$ cat src/rtl/argmax_sequencer_if.sv
// rtl/argmax_sequencer_if.sv - score stream in, winning-class result out
//
// Purpose: bundles the two handshakes of the arg-max sequencer.
// Ports (signals):
//   in_valid/in_ready/in_data          score stream, producer -> sequencer
//   out_valid/out_ready/out_idx/out_max result, sequencer -> consumer
// Modports: slave = sequencer side, master = producer/consumer side.
interface argmax_sequencer_if #(
  parameter int DATA_W = 8,
  parameter int IDX_W  = 4
);
  logic              in_valid;
  logic              in_ready;
  logic [DATA_W-1:0] in_data;
  logic              out_valid;
  logic              out_ready;
  logic [IDX_W-1:0]  out_idx;
  logic [DATA_W-1:0] out_max;

  modport slave (
    input  in_valid, in_data, out_ready,
    output in_ready, out_valid, out_idx, out_max
  );

  modport master (
    output in_valid, in_data, out_ready,
    input  in_ready, out_valid, out_idx, out_max
  );
endinterface

$ cat src/rtl/argmax_sequencer.sv
// rtl/argmax_sequencer.sv - serial arg-max controller for the output layer
//
// Purpose: takes NUM_CLASSES unsigned scores one at a time, tracks the running
// maximum and its index, and holds the winning index/score under a handshake.
// Ports:
//   clk    in   rising-edge clock
//   rst    in   synchronous active-high reset
//   start  in   begin a frame (IDLE only)
//   abort  in   drop the current frame (COLLECT/HOLD)
//   busy   out  high in COLLECT or HOLD
//   bus    slave modport: score stream in, result (out_idx/out_max) out
module argmax_sequencer #(
  parameter int NUM_CLASSES = 10,
  parameter int DATA_W      = 8,
  parameter int IDX_W       = 4
) (
  input  logic              clk,
  input  logic              rst,
  input  logic              start,
  input  logic              abort,
  output logic              busy,
  argmax_sequencer_if.slave bus
);

  typedef enum logic [1:0] {
    IDLE    = 2'd0,
    COLLECT = 2'd1,
    HOLD    = 2'd2
  } state_e;

  localparam logic [IDX_W-1:0] LAST_IDX = IDX_W'(NUM_CLASSES - 1);

  state_e            state_q, state_d;
  logic [IDX_W-1:0]  cnt_q, cnt_d;
  logic [DATA_W-1:0] best_q, best_d;
  logic [IDX_W-1:0]  best_idx_q, best_idx_d;
  logic              in_ready_q, in_ready_d;
  logic              out_valid_q, out_valid_d;
  logic [IDX_W-1:0]  out_idx_q, out_idx_d;
  logic [DATA_W-1:0] out_max_q, out_max_d;
  logic              busy_q, busy_d;

  logic              accept;
  logic              take_new;
  logic [DATA_W-1:0] cand_max;
  logic [IDX_W-1:0]  cand_idx;

  // in_ready_q is only ever set while in COLLECT, so it fully qualifies accepts.
  assign accept   = bus.in_valid & in_ready_q;
  // Strict compare keeps the earlier index on ties; the first score always seeds.
  assign take_new = (cnt_q == '0) || (bus.in_data > best_q);
  assign cand_max = take_new ? bus.in_data : best_q;
  assign cand_idx = take_new ? cnt_q : best_idx_q;

  always_comb begin
    state_d     = state_q;
    cnt_d       = cnt_q;
    best_d      = best_q;
    best_idx_d  = best_idx_q;
    in_ready_d  = in_ready_q;
    out_valid_d = out_valid_q;
    out_idx_d   = out_idx_q;
    out_max_d   = out_max_q;
    busy_d      = busy_q;

    unique case (state_q)
      IDLE: begin
        in_ready_d  = 1'b0;
        out_valid_d = 1'b0;
        if (start) begin
          cnt_d   = '0;
          state_d = COLLECT;
          busy_d  = 1'b1;
        end
      end

      COLLECT: begin
        if (abort) begin
          state_d     = IDLE;
          cnt_d       = '0;
          in_ready_d  = 1'b0;
          out_valid_d = 1'b0;
          busy_d      = 1'b0;
        end else begin
          // First COLLECT cycle raises in_ready; it then stays high until the
          // final score so the stream never sees ready while in HOLD.
          in_ready_d = 1'b1;
          if (accept) begin
            best_d     = cand_max;
            best_idx_d = cand_idx;
            cnt_d      = cnt_q + 1'b1;
            if (cnt_q == LAST_IDX) begin
              state_d    = HOLD;
              cnt_d      = '0;
              in_ready_d = 1'b0;
              out_idx_d  = cand_idx;
              out_max_d  = cand_max;
            end
          end
        end
      end

      HOLD: begin
        in_ready_d = 1'b0;
        if (abort) begin
          state_d     = IDLE;
          cnt_d       = '0;
          out_valid_d = 1'b0;
          busy_d      = 1'b0;
        end else if (out_valid_q && bus.out_ready) begin
          state_d     = IDLE;
          out_valid_d = 1'b0;
          busy_d      = 1'b0;
        end else begin
          out_valid_d = 1'b1;
        end
      end

      default: begin
        state_d     = IDLE;
        cnt_d       = '0;
        in_ready_d  = 1'b0;
        out_valid_d = 1'b0;
        busy_d      = 1'b0;
      end
    endcase
  end

  always_ff @(posedge clk) begin
    if (rst) begin
      state_q     <= IDLE;
      cnt_q       <= '0;
      best_q      <= '0;
      best_idx_q  <= '0;
      in_ready_q  <= 1'b0;
      out_valid_q <= 1'b0;
      out_idx_q   <= '0;
      out_max_q   <= '0;
      busy_q      <= 1'b0;
    end else begin
      state_q     <= state_d;
      cnt_q       <= cnt_d;
      best_q      <= best_d;
      best_idx_q  <= best_idx_d;
      in_ready_q  <= in_ready_d;
      out_valid_q <= out_valid_d;
      out_idx_q   <= out_idx_d;
      out_max_q   <= out_max_d;
      busy_q      <= busy_d;
    end
  end

  assign bus.in_ready  = in_ready_q;
  assign bus.out_valid = out_valid_q;
  assign bus.out_idx   = out_idx_q;
  assign bus.out_max   = out_max_q;
  assign busy          = busy_q;

endmodule
$ cat src/flat_wrapper.sv
// flat-port wrapper written by rule: the top's interface ports become plain ports
module argmax_sequencer_flat 
#(
  parameter int NUM_CLASSES = 10,
  parameter int DATA_W      = 8,
  parameter int IDX_W       = 4
)
  (clk, rst, start, abort, busy, bus_in_valid, bus_in_data, bus_out_ready, bus_in_ready, bus_out_valid, bus_out_idx, bus_out_max);
  argmax_sequencer_if #(.DATA_W(DATA_W), .IDX_W(IDX_W)) bus_i ();
  input  logic clk;
  input  logic rst;
  input  logic start;
  input  logic abort;
  output logic busy;
  input wire logic [$bits(bus_i.in_valid)-1:0] bus_in_valid;
  input wire logic [$bits(bus_i.in_data)-1:0] bus_in_data;
  input wire logic [$bits(bus_i.out_ready)-1:0] bus_out_ready;
  output wire logic [$bits(bus_i.in_ready)-1:0] bus_in_ready;
  output wire logic [$bits(bus_i.out_valid)-1:0] bus_out_valid;
  output wire logic [$bits(bus_i.out_idx)-1:0] bus_out_idx;
  output wire logic [$bits(bus_i.out_max)-1:0] bus_out_max;
  assign bus_i.in_valid = bus_in_valid;
  assign bus_i.in_data = bus_in_data;
  assign bus_i.out_ready = bus_out_ready;
  assign bus_in_ready = bus_i.in_ready;
  assign bus_out_valid = bus_i.out_valid;
  assign bus_out_idx = bus_i.out_idx;
  assign bus_out_max = bus_i.out_max;
  argmax_sequencer #(.NUM_CLASSES(NUM_CLASSES), .DATA_W(DATA_W), .IDX_W(IDX_W)) u_core (.clk(clk), .rst(rst), .start(start), .abort(abort), .busy(busy), .bus(bus_i));
endmodule
$ cat config.mk
export PLATFORM = sky130hd
export DESIGN_NAME = argmax_sequencer_flat
export DESIGN_NICKNAME = d
export VERILOG_FILES = /design/src/rtl/argmax_sequencer_if.sv /design/src/rtl/argmax_sequencer.sv /design/src/flat_wrapper.sv
export SDC_FILE = /design/constraint.sdc
export NUM_CORES = 1
export LEC_CHECK = 0
export ABC_AREA = 1
export CORE_UTILIZATION = 45
export CTS_BUF_LIST = sky130_fd_sc_hd__clkbuf_8
export DETAILED_ROUTE_END_ITERATION = 8
export PLACE_DENSITY = 0.74
export SYNTH_ARGS = -nofsm -noshare
export SYNTH_HDL_FRONTEND = slang
export SYNTH_SLANG_ARGS = --single-unit
$ cat constraint.sdc
create_clock -name clk -period 2.2 [get_ports clk]
set_input_delay 0.44 -clock clk [delete_from_list [all_inputs] [get_ports clk]]
set_output_delay 0.44 -clock clk [all_outputs]
set_load 0.05 [all_outputs]
==> results of run 1 <==
-- sequential cells by signal, summed over array words and instances (netlist names) --
register              count
u_core.state_q            2
u_core.best_idx_q         4
u_core.busy               1
u_core.bus.in_ready       1
u_core.cnt_q              4
u_core.best_q             8
u_core.bus.out_valid      1
u_core.bus.out_max        8
u_core.bus.out_idx        4
-- cells in the mapped netlist (all sizes together) --
library cell   n  share of area (%)
nand4          2               0.66
o21bai         1               0.60
nor2          46                 13
nand3         43                 12
buf            5                2.7
o21ai          2               0.53
inv           48                9.8
nand3b         1               0.40
a211oi         1               0.40
nand2         56                 11
ha            11                7.3
a21oi         16                4.4
dfxtp         33                 35
nor3b          1               0.66
nor3           1               0.26
clkbuf         3               0.60
a21o           1               0.40
-- worst min-delay path: cells and delay by family (launching register included) --
kind / cells / cell delay (ns)
flip-flops: 1 / 0.31
AO/OA/AOI/OAI: 2 / 0.13
-- per-layer routing --
| metal | wire length, um | share of wire [%] |
|---|---|---|
| met5 | 0 | 0 |
| met4 | 57 | 1.5 |
| met1 | 1660 | 45 |
| met2 | 1810 | 49 |
| met3 | 168 | 4.5 |
-- path summary, 6_finish.rpt --
check              startpoint          endpoint  cells past startpoint
max            bus_in_data[7]  u_core.best_q[5]                     12
max reg2reg  u_core.best_q[7]  u_core.best_q[5]                     12
min reg2reg       u_core.busy       u_core.busy                      2
min               u_core.busy       u_core.busy                      2
-- power by group --
part           internal (mW)  switching [mW]  total, mW
clock network          0.208           0.210      0.418
logic                 0.0665          0.0962      0.163
registers              0.606         0.00718      0.613
-- layout by cell type, fill, tap and decap left out, types with 2 or more instances in the layout --
cell,instances
a21oi_1,15
buf_12,2
buf_4,5
clkbuf_8,5
clkdlybuf4s50_1,28
dfxtp_1,33
ha_1,11
inv_1,43
inv_2,4
nand2_1,54
nand2_2,2
nand3_1,42
nand4_1,2
nor2_1,30
nor2_2,14
nor2_8,2
o21ai_0,2
-- stage by stage --
step                hold WS (ns)  std cells  TNS, ns  utilization [%]
floorplan                  0.486        271        0                -
global placement           0.466        348        0             56.1
detailed placement         0.468        348  -0.0400             56.1
CTS                        0.485        354        0             58.0
global route               0.527        354        0             58.0
finish                     0.489        354        0             58.0
-- kinds of logic after synthesis --
kind of cell,synth area share (%)
flip-flops,35.0
AO/OA/AOI/OAI,6.37
AND/OR/NAND/NOR,38.2
buffers and inverters,13.1
adder cells (fa/ha/maj),7.29
-- cell type report --
class / instances / area [um2] / area share, %
inverters: 48 / 185 / 7.99
clock buffers: 5 / 68.8 / 2.97
multi-input cells: 182 / 978 / 42.2
flip-flops and latches: 33 / 661 / 28.5
well taps: 50 / 62.6 / 2.70
clock inverters: 1 / 5.00 / 0.216
repair buffers: 35 / 358 / 15.4
==> flow_metrics.tcl, run 1 <==
set metrics [dict create \
    die-area_mm2 0.00446 \
    syn_area_mm2 0.00189 \
    grt.busiest_layer "met2" \
    grt_util_met1_pct 22.2 \
    clk_path_buf_depth 2 \
    grt_overflow_total 0 \
    arrival_ns 2.09 \
    die_width_um 66.8 \
    cp-start-kind "input pin" \
    drt_iter0_drc 77 \
    ys_types 27 \
    grt_pass1_vias 1569 \
    post-cts-setup-buffers 0 \
    cts_tree "built" \
    report.final.slew_viol_count 0 \
    syn_inst 271 \
    max_freq_ghz 0.524 \
    cp_cell_sequence "clkdlybuf4s50_1 -> ha_1 -> nand2_1 -> nor2_1 -> nand2_1 -> nand2_1 -> nand2_1 -> buf_4 -> nand3_1 -> nand3_1 -> nand2_1 -> inv_1" \
    slowest_stage "clkdlybuf4s50_1" \
    post-route-period-util_pct 86.8 \
    ys_warn_count 0 \
    syn_avg_cell_area_um2 6.96 \
    path_class "input pin to register" \
    firstDrtPassIters 4 \
    synth_nets 296 \
    met2_usage_pct 32.1 \
    area_growth_syn_to_layout_pct 22.9 \
    grt_pass1_wl_um 6420 \
    htree_levels 2 \
    antenna_found_initial 0 \
    ff2ff_setup_slack_ns 0.51 \
    numCtsBuffers 5 \
    drc 0 \
    nFillCells 402 \
    path_clk_slew_ns 0.06 \
    skew_ns 0.00302 \
    wirelength_um 3700 \
    dp_hpwl_um 2700 \
    ant_nets 0 \
    ir_drop_mv 0.294 \
    fin_crit_ns 1.91 \
    hold_buffers 0 \
    critPathMaxFanout 12 \
    setup_viol 0 \
    tightest_slew_ns 0.494 \
    start_util_pct 47.2 \
    num_vias 1734 \
    critPathBufInv 3 \
    cap_violations 0 \
    rsz0062_at_grt "no" \
    status "finished clean" \
    min_path_type "register to register" \
    rows 23 \
    fin_area_mm2 0.00232 \
    finalPower_mw 1.19 \
    core_mm2 0.00400 \
    cts_resized 0 \
    max_stage_delay_ns 0.44 \
    via_per_inst 4.90 \
    cpMostUsedCell "nand2_1" \
    cts_sinks 33 \
    relSlewSlack_pct 67.0 \
    met3_usage_pct 5.48 \
    ys_seq_elements 33 \
    p_per_area_mw_per_mm2 515 \
    nets 330 \
    clock_latency_ns 0.28 \
    gr-usage-all-layers_pct 18.7 \
    antennaDiodeCount 0 \
    p_leak_nw 1.11 \
    hold_viol 0 \
    io_buffer_count 28 \
    dpl_cell_area_mm2 0.00224 \
    synth-seq-area-share_pct 35.0 \
    place_ws_ns -0.00860 \
    crit_family "simple AND/OR/NAND/NOR gates" \
    critPathRequiredTime_ns 2.38 \
    avgRoutedWirePerCell_um 10.4 \
    grt_max_degree 25 \
    gp_congestion 0.805 \
    ios 29 \
    worst_slack_ns 0.290 \
    drive_gt1_share_pct 13.2 \
    clockRootBuffer "clkbuf_8" \
    fp.dieH_um 66.8 \
    end_kind "register" \
]
Power figures use the tool's default switching activity.
==> inputs of run 2 (changes only) <==
--- a/config.mk
+++ b/config.mk
@@ -6,10 +6,11 @@
 export NUM_CORES = 1
 export LEC_CHECK = 0
 export ABC_AREA = 1
-export CORE_UTILIZATION = 45
+export CORE_UTILIZATION = 56
 export CTS_BUF_LIST = sky130_fd_sc_hd__clkbuf_8
+export CTS_CLUSTER_DIAMETER = 40
 export DETAILED_ROUTE_END_ITERATION = 8
-export PLACE_DENSITY = 0.74
+export PLACE_DENSITY = 0.87
 export SYNTH_ARGS = -nofsm -noshare
 export SYNTH_HDL_FRONTEND = slang
 export SYNTH_SLANG_ARGS = --single-unit
==> run 2 against run 1 <==
Clock skew is 0.0018 ns higher. Final area increased by 1.8%. Power up 15%. Global-route usage up 7.6 points. Combinational power is 4% higher. Largest power group unchanged. Setup slack got worse by 0.13 ns. Sequential share of layout area decreased by 0.50 points. Critical path depth is 1 lower. Via count is 4.6% higher. Sequential power about the same. Count of clock-buffer cells in the layout increased by 1. Non-clock buffer count is 2 higher.
==> flow_metrics.tcl, run 2 (synthesis gave the netlist of run 1 again) <==
set metrics [dict create \
    grt_pass1_wl_um 6910 \
    crit_family "simple AND/OR/NAND/NOR gates" \
    setup_viol 0 \
    grt_overflow_total 0 \
    gr-usage-all-layers_pct 26.4 \
    drive_gt1_share_pct 14.0 \
    place_ws_ns -0.0973 \
    htree_levels 2 \
    gp_congestion 0.841 \
    cap_violations 0 \
    max_freq_ghz 0.490 \
    worst_slack_ns 0.159 \
    nets 332 \
    timing.setup.tns_ns 0 \
    critPathBufInv 2 \
    relSlewSlack_pct 66.9 \
    post-cts-setup-buffers 0 \
    ios 29 \
    antenna_found_initial 0 \
    cp.depth 11 \
    via_per_inst 5.15 \
    path_class "input pin to register" \
    arrival_ns 2.23 \
    p_per_area_mw_per_mm2 582 \
    ir_drop_mv 0.454 \
    post-route-util_pct 75.4 \
    io_buffer_count 28 \
    die-area_mm2 0.00361 \
    grt_max_degree 18 \
    layout_common_cells "nand2_1 (54), inv_1 (44), nand3_1 (42), dfxtp_1 (33), nor2_1 (30)" \
    skew_ns 0.00481 \
    clk_path_buf_depth 2 \
    drt_iter0_drc 103 \
    num_vias 1814 \
    clockRootBuffer "clkbuf_8" \
    hold_viol 0 \
    fp.dieH_um 60.0 \
    grt_pass1_vias 1647 \
    cp-start-kind "input pin" \
    min_path_type "register to register" \
    drc 0 \
    ant_nets 0 \
    start_util_pct 60.3 \
    avgRoutedWirePerCell_um 12.0 \
    area_growth_syn_to_layout_pct 25.1 \
    final_common_cell "nand2_1" \
    post-route-period-util_pct 92.8 \
    numCtsBuffers 5 \
    wirelength_um 4230 \
    end_kind "register" \
    nFillCells 257 \
    cts_tree "built" \
    r2r_cells 11 \
    max_stage_delay_ns 0.47 \
    rows 20 \
    antennaDiodeCount 0 \
    cp_cell_sequence "clkdlybuf4s50_1 -> ha_1 -> nand2_1 -> nor2_1 -> nand4_1 -> nand2_1 -> nand2_2 -> nand2_1 -> nand3_1 -> nand2_1 -> inv_1" \
    firstDrtPassIters 4 \
    slowest_stage "clkdlybuf4s50_1" \
    path_clk_slew_ns 0.07 \
    cts_sinks 33 \
    whs_path_depth 2 \
    core_mm2 0.00313 \
    critPathMaxFanout 10 \
    fin_crit_ns 2.04 \
    status "finished clean" \
    dp_hpwl_um 3000 \
    p_leak_nw 1.14 \
    finalPower_mw 1.37 \
    die_width_um 60.0 \
    critPathRequiredTime_ns 2.39 \
    clock_latency_ns 0.29 \
    report.final.slew_viol_count 0 \
    cpMostUsedCell "nand2_1" \
    rsz0062_at_grt "yes" \
    tightest_slew_ns 0.495 \
]
[run 2: cell count changes in the layout (fill, tap and decap cells not counted), sizes merged]
cell    previous run  this run
bufinv             0         1
clkinv             1         0
inv               48        49
clkbuf             5         6
buf                7         9
[run 2: worst paths after layout]
kind                                           start                     to  slack, ns
worst max-delay path                  bus_in_data[5]  u_core.bus.out_max[7]       0.16
worst min-delay path            u_core.bus.out_valid   u_core.bus.out_valid       0.49
worst max register to register      u_core.best_q[7]  u_core.bus.out_max[7]       0.39
worst min register to register  u_core.bus.out_valid   u_core.bus.out_valid       0.49
[run 2: worst reg2reg max path, stage by stage, from the launching register on]
cell     delay (ns)
dfxtp_1        0.35
inv_1          0.06
ha_1           0.29
nand2_1        0.07
nor2_1         0.14
nand4_1        0.14
nand2_1        0.14
nand2_2        0.16
nand2_1        0.14
nand3_1        0.09
nand2_1        0.08
inv_1          0.04
[run 2: per-stage QoR]
step	std cells	hold slack [ns]	cell area [um2]
after floorplan	271	0.486	1890
after global placement	344	0.474	2240
after detailed placement	344	0.478	2240
after CTS	352	0.491	2360
after global routing	352	0.533	2360
final	352	0.492	2360
[run 2: layout make-up]
| class | instances | area [um2] | area share [%] |
|---|---|---|---|
| Clock buffer | 6 | 82.6 | 3.50 |
| Timing Repair Buffer | 37 | 364 | 15.4 |
| Inverter | 48 | 185 | 7.85 |
| Multi-Input combinational cell | 182 | 978 | 41.5 |
| Sequential cell | 33 | 661 | 28.0 |
| Tap cell | 44 | 55.1 | 2.33 |
| Clock inverter | 2 | 33.8 | 1.43 |
[run 2: routing by layer]
metal / part of all wire, % / vias up / global-route usage [%]
met4: 1.4 / 0 / 12.3
met2: 50 / 76 / 47.8
li1: - / 921 / -
met3: 6.1 / 11 / 5.84
met5: 0 / - / 0
met1: 43 / 806 / 28.9
[run 2: where the power goes]
group | switching, mW | internal [mW] | leakage, nW
logic | 0.103 | 0.0666 | 0.808
clock network | 0.225 | 0.364 | 0.0626
registers | 0.00834 | 0.606 | 0.267
total | 0.336 | 1.04 | 1.14
[run 2: what timing repair did]
item	4_1_cts	5_1_grt
setup endpoints to repair	0	1
hold buffers	0	0
resized for setup	0	1
==> inputs of run 3 (changes only) <==
--- a/config.mk
+++ b/config.mk
@@ -6,9 +6,10 @@
 export NUM_CORES = 1
 export LEC_CHECK = 0
 export ABC_AREA = 1
+export CORE_MARGIN = 3
 export CORE_UTILIZATION = 56
 export CTS_BUF_LIST = sky130_fd_sc_hd__clkbuf_8
-export CTS_CLUSTER_DIAMETER = 40
+export CTS_CLUSTER_DIAMETER = 30
 export DETAILED_ROUTE_END_ITERATION = 8
 export PLACE_DENSITY = 0.87
 export SYNTH_ARGS = -nofsm -noshare
==> run 3 against run 2 <==
Sequential cell count stayed put. Global-route usage down 4.4 points. First-iteration DRC count decreased by 7.8%. Largest power group unchanged. Final area shrank 1.4%. Final cell count shrank 0.28%. Highest routed layer unchanged. Critical path depth grew 1. Clock power is 22% lower.
==> flow_metrics.tcl, run 3 (synthesis gave the netlist of run 1 again) <==
set metrics [dict create \
    post-route-util_pct 74.4 \
    wirelength_um 4040 \
    dp_hpwl_um 2910 \
    clk_path_buf_depth 2 \
    area_growth_syn_to_layout_pct 23.3 \
    seqPwrFrac_pct 49.6 \
    tightest_slew_ns 0.506 \
    max_stage_delay_ns 0.44 \
    drive_gt1_share_pct 13.7 \
    finalPower_mw 1.24 \
    post-cts-setup-buffers 0 \
    cts_sinks 33 \
    holdWs_ns 0.482 \
    hold_end "u_core.busy" \
    gr-usage-all-layers_pct 21.9 \
    fp.dieH_um 64.0 \
    hold_viol 0 \
    grt_pass1_wl_um 7240 \
    p_per_area_mw_per_mm2 532 \
    skew_ns 0.00525 \
    grt_pass1_vias 1783 \
    min_path_type "register to register" \
    path_clk_slew_ns 0.06 \
    fin_crit_ns 1.97 \
    start_util_pct 60.3 \
    switching_share_pct 26.0 \
    critPathMaxFanout 12 \
    end_kind "register" \
    antenna_found_initial 0 \
    via_per_inst 5.17 \
    rows 20 \
    grt_overflow_total 0 \
    gp_congestion 0.855 \
    rr_startpoint "u_core.best_q[5]" \
    p_int_uw 915 \
    layout_common_cells "nand2_1 (54), inv_1 (44), nand3_1 (42), dfxtp_1 (33), nor2_1 (30)" \
    combPwrFrac_pct 13.5 \
    avgRoutedWirePerCell_um 11.5 \
    critPathRequiredTime_ns 2.44 \
    dpl_cell_area_mm2 0.00224 \
    slowest_stage "clkdlybuf4s50_1" \
    whs_path_depth 2 \
    cpMostUsedCell "nand2_1" \
    p_leak_nw 1.12 \
    numCtsBuffers 5 \
    drt_iter0_drc 95 \
    p_sw_uw 322 \
    cts_resized 0 \
    ios 29 \
    firstDrtPassIters 5 \
    antennaDiodeCount 0 \
    path_class "input pin to register" \
    die-area_mm2 0.00410 \
    fin_area_mm2 0.00233 \
    cp-start-kind "input pin" \
    fin_cells 351 \
    ir_drop_mv 0.416 \
    core_mm2 0.00313 \
    htree_levels 2 \
    max_freq_ghz 0.507 \
    setup_viol 0 \
    ff2ff_setup_slack_ns 0.44 \
    relSlewSlack_pct 66.1 \
    grt_max_degree 18 \
    rsz0062_at_grt "no" \
    cts_tree "built" \
    r2r_cells 12 \
    final_common_cell "nand2_1" \
    status "finished clean" \
    min_from "u_core.busy" \
    nets 332 \
    io_buffer_count 28 \
    post-route-period-util_pct 89.6 \
    cap_violations 0 \
    hold_buffers 0 \
    clkPwrFrac_pct 36.9 \
    report.final.slew_viol_count 0 \
    drc 0 \
    worstReg2RegEnd "u_core.best_idx_q[0]" \
    clockRootBuffer "clkbuf_8" \
    cp_cell_sequence "clkdlybuf4s50_1 -> ha_1 -> a21oi_1 -> nor2_1 -> nor2_1 -> nand2_1 -> nand2_1 -> buf_4 -> nand3_1 -> nand3_1 -> nand2_1 -> inv_1" \
    arrival_ns 2.21 \
    startpoint "bus_in_data[5]" \
    ant_nets 0 \
    dp.cells 344 \
    num_vias 1815 \
    clock_latency_ns 0.29 \
    die_width_um 64.0 \
]
==> run 3: per-layer routing <==
layer  part of all wire [%]  GRT usage [%]  up-vias
li1                       -              -      919
met1                     44           25.1      824
met2                     48           38.2       62
met3                    5.6           5.27       10
met4                    2.2           9.97        0
met5                      0              0        -
==> run 3: worst max path at each step <==
stage                     cells past startpoint                     to  slack, ns
after CTS                                    12   u_core.best_idx_q[0]       0.25
after detailed placement                     12   u_core.best_idx_q[0]      -0.03
after global placement                       11  u_core.bus.out_idx[1]      -0.03
final                                        12   u_core.best_idx_q[0]       0.23
after floorplan                               8  u_core.bus.out_max[4]       0.50
after global routing                         11       u_core.best_q[1]       0.08
==> run 3: worst max-delay path: cells and delay by family <==
| family | cells | cell delay (ns) |
|---|---|---|
| buffers and inverters | 3 | 0.68 |
| and+or+nand+nor | 7 | 0.59 |
| adders and majority gates | 1 | 0.33 |
| AOI/OAI and AO/OA | 1 | 0.15 |
==> run 3: cell type report <==
class / count / area, um2
multi-input combinational: 182 / 978
fill: 253 / 802
clock buffer: 6 / 82.6
sequential: 33 / 661
timing repair buffer: 37 / 360
tap: 44 / 55.1
clock inverter: 1 / 3.75
inverter: 48 / 185
==> run 3: per-stage QoR <==
stage,setup TNS (ns),setup slack (ns)
after detailed placement,-0.154,-0.0288
after CTS,0,0.251
after global placement,-0.0774,-0.0263
final,0,0.229
after floorplan,0,0.503
after global routing,0,0.0775
==> run 3: power by group through the flow <==
stage	Combinational (mW)	Sequential [mW]	Clock [mW]
floorplan	0.0942	0.634	0
global placement	0.161	0.626	0
detailed placement	0.164	0.626	0
CTS	0.166	0.613	0.465
global route	0.184	0.614	0.489
finish	0.167	0.613	0.457
